==> src/rtl/logic_gate_unit.sv <==
// logic_gate_unit: registered WIDTH-bit bitwise logic unit, eight ops,
// valid/ready on both sides, result flags and saturating all-ones counter.
//
// Ports:
//   clk, rst_n          clock, asynchronous active-low reset
//   in_valid/in_ready   operand handshake (op_a, op_b, op_sel)
//   out_valid/out_ready result handshake (result, all_ones, any_one)
//   match_cnt, clr_cnt  saturating count of consumed all-ones results
//   pop_cnt             ones count of result (only with LGU_POPCOUNT_EN)
//
// Build option: define LGU_POPCOUNT_EN to add the pop_cnt port and logic.
module logic_gate_unit #(
    parameter int WIDTH = 8,
    parameter int CNT_W = 8
) (
    input  logic             clk,
    input  logic             rst_n,
    input  logic             in_valid,
    output logic             in_ready,
    input  logic [WIDTH-1:0] op_a,
    input  logic [WIDTH-1:0] op_b,
    input  logic [2:0]       op_sel,
    output logic             out_valid,
    input  logic             out_ready,
    output logic [WIDTH-1:0] result,
    output logic             all_ones,
    output logic             any_one,
    output logic [CNT_W-1:0] match_cnt,
    input  logic             clr_cnt
`ifdef LGU_POPCOUNT_EN
    ,
    output logic [$clog2(WIDTH+1)-1:0] pop_cnt
`endif
);

    typedef enum logic {
        EMPTY = 1'b0,
        FULL  = 1'b1
    } state_t;

    state_t           state_q;
    logic [WIDTH-1:0] res_q;
    logic [WIDTH-1:0] res_d;
    logic             all_q;
    logic             any_q;
    logic [CNT_W-1:0] cnt_q;
    logic [CNT_W-1:0] cnt_d;
    logic             accept;
    logic             consume;

    // Single-entry output stage: a slot frees up in the same cycle
    // the downstream takes the held result.
    assign out_valid = (state_q == FULL);
    assign in_ready  = !out_valid || out_ready;
    assign accept    = in_valid && in_ready;
    assign consume   = out_valid && out_ready;

    always_comb begin
        res_d = '0;
        unique case (op_sel)
            3'b000: res_d = op_a & op_b;
            3'b001: res_d = op_a | op_b;
            3'b010: res_d = op_a ^ op_b;
            3'b011: res_d = ~(op_a & op_b);
            3'b100: res_d = ~(op_a | op_b);
            3'b101: res_d = ~(op_a ^ op_b);
            3'b110: res_d = op_a;
            3'b111: res_d = ~op_a;
        endcase
    end

    // Clear wins over a coincident increment; count sticks at all-ones.
    always_comb begin
        cnt_d = cnt_q;
        if (clr_cnt) begin
            cnt_d = '0;
        end else if (consume && all_q && (cnt_q != '1)) begin
            cnt_d = cnt_q + 1'b1;
        end
    end

`ifdef LGU_POPCOUNT_EN
    logic [$clog2(WIDTH+1)-1:0] pc_q;
    logic [$clog2(WIDTH+1)-1:0] pc_d;

    always_comb begin
        pc_d = '0;
        for (int i = 0; i < WIDTH; i++) begin
            pc_d = pc_d + {{($clog2(WIDTH+1)-1){1'b0}}, res_d[i]};
        end
    end

    always_ff @(posedge clk or negedge rst_n) begin
        if (!rst_n) begin
            pc_q <= '0;
        end else if (accept) begin
            pc_q <= pc_d;
        end
    end

    assign pop_cnt = pc_q;
`endif

    always_ff @(posedge clk or negedge rst_n) begin
        if (!rst_n) begin
            state_q <= EMPTY;
            res_q   <= '0;
            all_q   <= 1'b0;
            any_q   <= 1'b0;
            cnt_q   <= '0;
        end else begin
            cnt_q <= cnt_d;
            if (accept) begin
                res_q <= res_d;
                all_q <= &res_d;
                any_q <= |res_d;
            end
            case (state_q)
                EMPTY: if (accept) state_q <= FULL;
                FULL:  if (consume && !accept) state_q <= EMPTY;
                default: state_q <= EMPTY;
            endcase
        end
    end

    assign result    = res_q;
    assign all_ones  = all_q;
    assign any_one   = any_q;
    assign match_cnt = cnt_q;

endmodule
==> config.mk <==
export PLATFORM = sky130hd
export DESIGN_NAME = logic_gate_unit
export DESIGN_NICKNAME = d
export VERILOG_FILES = /design/src/rtl/logic_gate_unit.sv
export SDC_FILE = /design/constraint.sdc
export NUM_CORES = 1
export LEC_CHECK = 0
export BUFFER_PORTS_ARGS = -buffer_cell sky130_fd_sc_hd__clkbuf_2
export CAP_MARGIN = 20
export CORE_MARGIN = 1
export CORE_UTILIZATION = 35
export CTS_CLUSTER_DIAMETER = 60
export CTS_CLUSTER_SIZE = 24
export DETAILED_ROUTE_END_ITERATION = 6
export PLACE_DENSITY = 0.61
export SLEW_MARGIN = 10
export SYNTH_ARGS = -nofsm -noshare
export SYNTH_HDL_FRONTEND = slang
export SYNTH_SLANG_ARGS = --single-unit
export TNS_END_PERCENT = 20
==> constraint.sdc <==
create_clock -name clk -period 2.9 [get_ports clk]
set_input_delay 0.29 -clock clk [delete_from_list [all_inputs] [get_ports clk]]
set_output_delay 0.29 -clock clk [all_outputs]
set_load 0.05 [all_outputs]
### Word level (Yosys, flattened, before mapping)

Index checks and enable logic that the tools add are counted.

* flip-flop bits (word level): 19
* bits of input ports: 24
* output and inout port bits: 20
* logic and storage cells: 40

* add/sub/neg operators: 1
* equality and inequality tests: 8
* multiplexer cells: 6
* bitwise operators: 8
* reductions and logical operators: 12

Operators by type and width (count)
* $pmux W8 S8: 1
* $not A8 Y8: 4
* $mux W8: 2
* $eq A3 B3 Y1 const B: 4
* $add A8 B1 Y8 const B: 1
* $and A8 B8 Y8: 1
* $ne A8 B8 Y1 const B: 1
* $or A8 B8 Y8: 1
* $reduce_and A8 Y1: 1
* $reduce_or A8 Y1: 1
* $xor A8 B8 Y8: 1
* $eq A3 B2 Y1 const B: 2
* $logic_and A1 B1 Y1: 5
* $eq A3 B1 Y1 const B: 1
* $logic_not A3 Y1: 1
* $logic_not A1 Y1: 2
* $mux W1: 2
* $pmux W1 S2: 1
* $reduce_bool A2 Y1: 1
* $logic_or A1 B1 Y1: 1
* $not A1 Y1: 1

### Logic depth before layout (Yosys ltp)

* depth after elaboration: 7
* gate-level depth with buffers: 8
* gate-level depth less buffers: 8

### Worst setup path after synthesis

OpenSTA, ideal clock, no wires.

* path kind: register to register
* start: register state_q (netlist: out_valid)
* end: register res_q[0] (netlist: result[0])
* arrival time: 1983 ps
* data required time: 2775 ps
* slack: 792 ps
* cell stages (with the launch flop): 5
* period minus slack after synthesis: 2108 ps
* path through: dfrtp_1 -> nand2b_1 -> and2_1 -> clkbuf_1 -> mux2_2

* longest elaborated chain between the ends: 3

RTL lines
* start, declared: line 41 `state_t state_q;`
* start signal, assigned: line 106 `state_q <= EMPTY;`
* start signal, assigned: line 119 `EMPTY: if (accept) state_q <= FULL;`
* start signal, assigned: line 120 `FULL: if (consume && !accept) state_q <= EMPTY;`
* $logic_not A1 Y1: line 54 `assign in_ready = !out_valid || out_ready;`
* $logic_or A1 B1 Y1: line 54
* named net in_ready: line 19 `output logic in_ready,`
* $logic_and A1 B1 Y1: line 55 `assign accept = in_valid && in_ready;`
* end signal, assigned: line 114 `res_q <= res_d;`
* end, declared: line 42 `logic [WIDTH-1:0] res_q;`

The timed path passes the listed nets, and every way through them passes these cells.
A chain may end at the register's enable or synchronous reset.

### Worst setup path after layout

* start: input op_sel[2]
* end: register any_q (netlist: any_one)

* longest elaborated chain between the ends: 3
* elaborated cells between the ends (all ways): 10

RTL lines
* start, declared: line 22 `input logic [2:0] op_sel,`
* $eq A3 B3 Y1 (tied with other cells): line 60 `unique case (op_sel)`
* $pmux W8 S8 *: line 60
* $reduce_or A8 Y1 *: line 116 `any_q <= |res_d;`
* end signal, assigned: line 116
* end, declared: line 45 `logic any_q;`

Every way passes the cells marked *; elsewhere a longest branch is shown, timed or not.

==> results.toml <==
[status]
status = "finished with violations"
violations = "DRC"

[cells_and_area]
final_util = 0.436
area_growth_pct = 15.9
layout_commonest_cell = "clkbuf_2"
fin_nets = 263
drive_gt1_frac = 0.271
diodes = 0
final_cell_mix = "43 x clkbuf_2, 19 x dfrtp_1, 18 x inv_1, 17 x ha_1, 13 x nand2b_1"
stdcell_area_um2 = 1950

[logic_synthesis]
syn_nets = 223
yosysTopAreaCell = "dfrtp_1"
synthArstFlopShare = 1.00
syn_inst = 182
seq_area_frac_synth = 0.283
yosysUniqueCellTypes = 46
avgSynthCellArea_um2 = 9.25
synthTopCellsByArea = "dfrtp_1 28%, ha_1 13%, mux2i_1 5.4%"
synth-edff-count = 0
yosys_most_used_dff = "dfrtp_1"
yosys_warnings = 0
synth-seq-cells = 19
synth.top_cell.area_share = 0.283
syn_area_um2 = 1680

[cts]
ctsResizeCount = 0
clk_path_buf_depth = 2
h-tree-depth = 1
numCtsBuffers = 3
cts_root_buf = "clkbuf_8"
clk-insertion-delay-late_ps = 250
clkTransAtPathRegs_ps = 70
cts.sinks = 19
cts_tree = "yes"

[worst_setup_path]
critPathCaptureType = "register"
crit_family = "compound AO/OA/AOI/OAI gates"
crit_slowest_cell = "clkbuf_2"
critPathMaxFanout = 34
critPathMaxStageDelay_ps = 540
cp.required_ps = 3030
crit_buf_inv = 1
crit_arrival_ps = 2020
path_cells = "clkbuf_2 > or2_2 > o32ai_1 > o32a_1 > nor4_1 > a21oi_1"
cp-start-kind = "input port"
crit_start = "op_sel[2]"
reg2reg_from = "match_cnt[0]"
crit_type = "input port to register"

[placed_design]
place.gp.congestion = 0.799
port_buffers = 43
placed_area_um2 = 1890
hpwl_um = 2730

[die]
start_util = 0.376
row_count = 24
core_area_um2 = 4470
die_x_um = 71.3
fp.dieH_um = 71.3
die-area_um2 = 5090
ios = 44

[global_route]
grt_overflow = 0
antenna_found_initial = 0
grt_first_pass_wirelength_um = 6050
grt_max_degree = 35
grt_usage = 0.147
grt_pass1_vias = 1326

[route]
drt_iter0_drc = 126
via_per_inst = 5.30
drtAntennaViolNets = 0
avgRoutedWirePerCell_um = 13.0
wl_um = 3540
num_vias = 1447
drc_errors = 1
drt_first_pass_iters = 6

[sta]
setup_tns_ps = 0
finalHoldViolCount = 0
setup_viol = 0
min_period_ps = 1890
whs_ps = 242
clock.fmax_mhz = 529
tightestPinTransition_ps = 709
post-route-period-util = 0.652
skew_ps = 2.62
relSlewSlack = 0.527
slew_violations = 0
rsz0062_at_grt = "false"

[worst_hold_path]
hp-class = "input port to register"
min-delay-start = "in_valid"

[power_and_ir_drop]
power.density_nw_per_um2 = 410
peakVddDrop_mv = 0.222
finalPower_uw = 800
power_leakage_nw = 0.942

[job]
maxCapViolations = 0
## path summary, 6_finish.rpt
check / end / slack [ps] / depth (start not counted)
min in group asynchronous: match_cnt[4] / 530 / 2
worst max register to register: match_cnt[5] / 1100 / 6
worst min-delay path: out_valid / 240 / 2
max in group asynchronous: match_cnt[1] / 2050 / 2
worst max-delay path: any_one / 1010 / 6
worst min register to register: result[5] / 510 / 1
## synth_stat cells (2+ instances only)
master     n
a211oi_1   2
a21oi_1   12
a221oi_1   4
a22oi_1    2
and2_1     2
buf_4      3
buf_6      3
dfrtp_1   19
ha_1      17
inv_1     18
mux2_2     7
mux2i_1    9
nand2_1    8
nand2b_1  13
nand3_1    5
nand4_1    2
nor2_1     9
nor4_1     3
o21ai_0    2
o22ai_1    4
o32a_1     5
o32ai_1    3
or3_1      3
xor2_1     5
## stage by stage
stage	std cells	setup slack, ps
2_1_floorplan	182	792
3_3_place_gp	268	827
3_5_place_dp	268	762
4_1_cts	273	1040
5_1_grt	273	857
6_report	273	1010
## cells by family after synthesis
family,after synthesis,synth area share
DFF,19,0.283
muxes,17,0.114
xor gates and xnor gates,6,0.0312
buffers and inverters,28,0.0833
and+or+nand+nor,52,0.167
AOI/OAI and AO/OA,43,0.196
adders and majority gates,17,0.126
## worst register-to-register path, delay by kind of cell, from the launching register on
| family | cells | cell delay [ps] |
|---|---|---|
| simple gates | 3 | 750 |
| fa+ha+maj | 1 | 250 |
| compound gates | 2 | 310 |
| flops | 1 | 420 |
## flip-flops by register name, summed over array words and instances, names as in the netlist
signal     flops
match_cnt      8
result         8
all_ones       1
any_one        1
out_valid      1
## power by group
part	total [mW]	internal [mW]	switching (mW)	leakage, nW
sequential	0.306	0.291	0.0157	0.239
clock	0.185	0.0955	0.0897	0.0255
combinational	0.308	0.106	0.203	0.678
## what timing repair did
item | CTS | global route
buffers inserted | 0 | 0
hold buffers | 1 | 0
hold endpoints to repair | 19 | 0
## metal layers
metal / share of wire / global-route usage / vias up
met5: 0 / 0 / -
met4: 0.0087 / 0.0444 / 0
met3: 0.027 / 0.0197 / 4
met2: 0.45 / 0.217 / 30
met1: 0.52 / 0.222 / 673
li1: - / - / 740
## cell type report
type                       count  area, um2
fill                         465       2520
multi-input combinational    135       1070
sequential                    19        475
timing repair buffer          44        225
inverter                      19       71.3
tap                           52       65.1
clock buffer                   3       41.3
clock inverter                 1       5.00
Note: power is estimated with default switching activity, not from simulation.
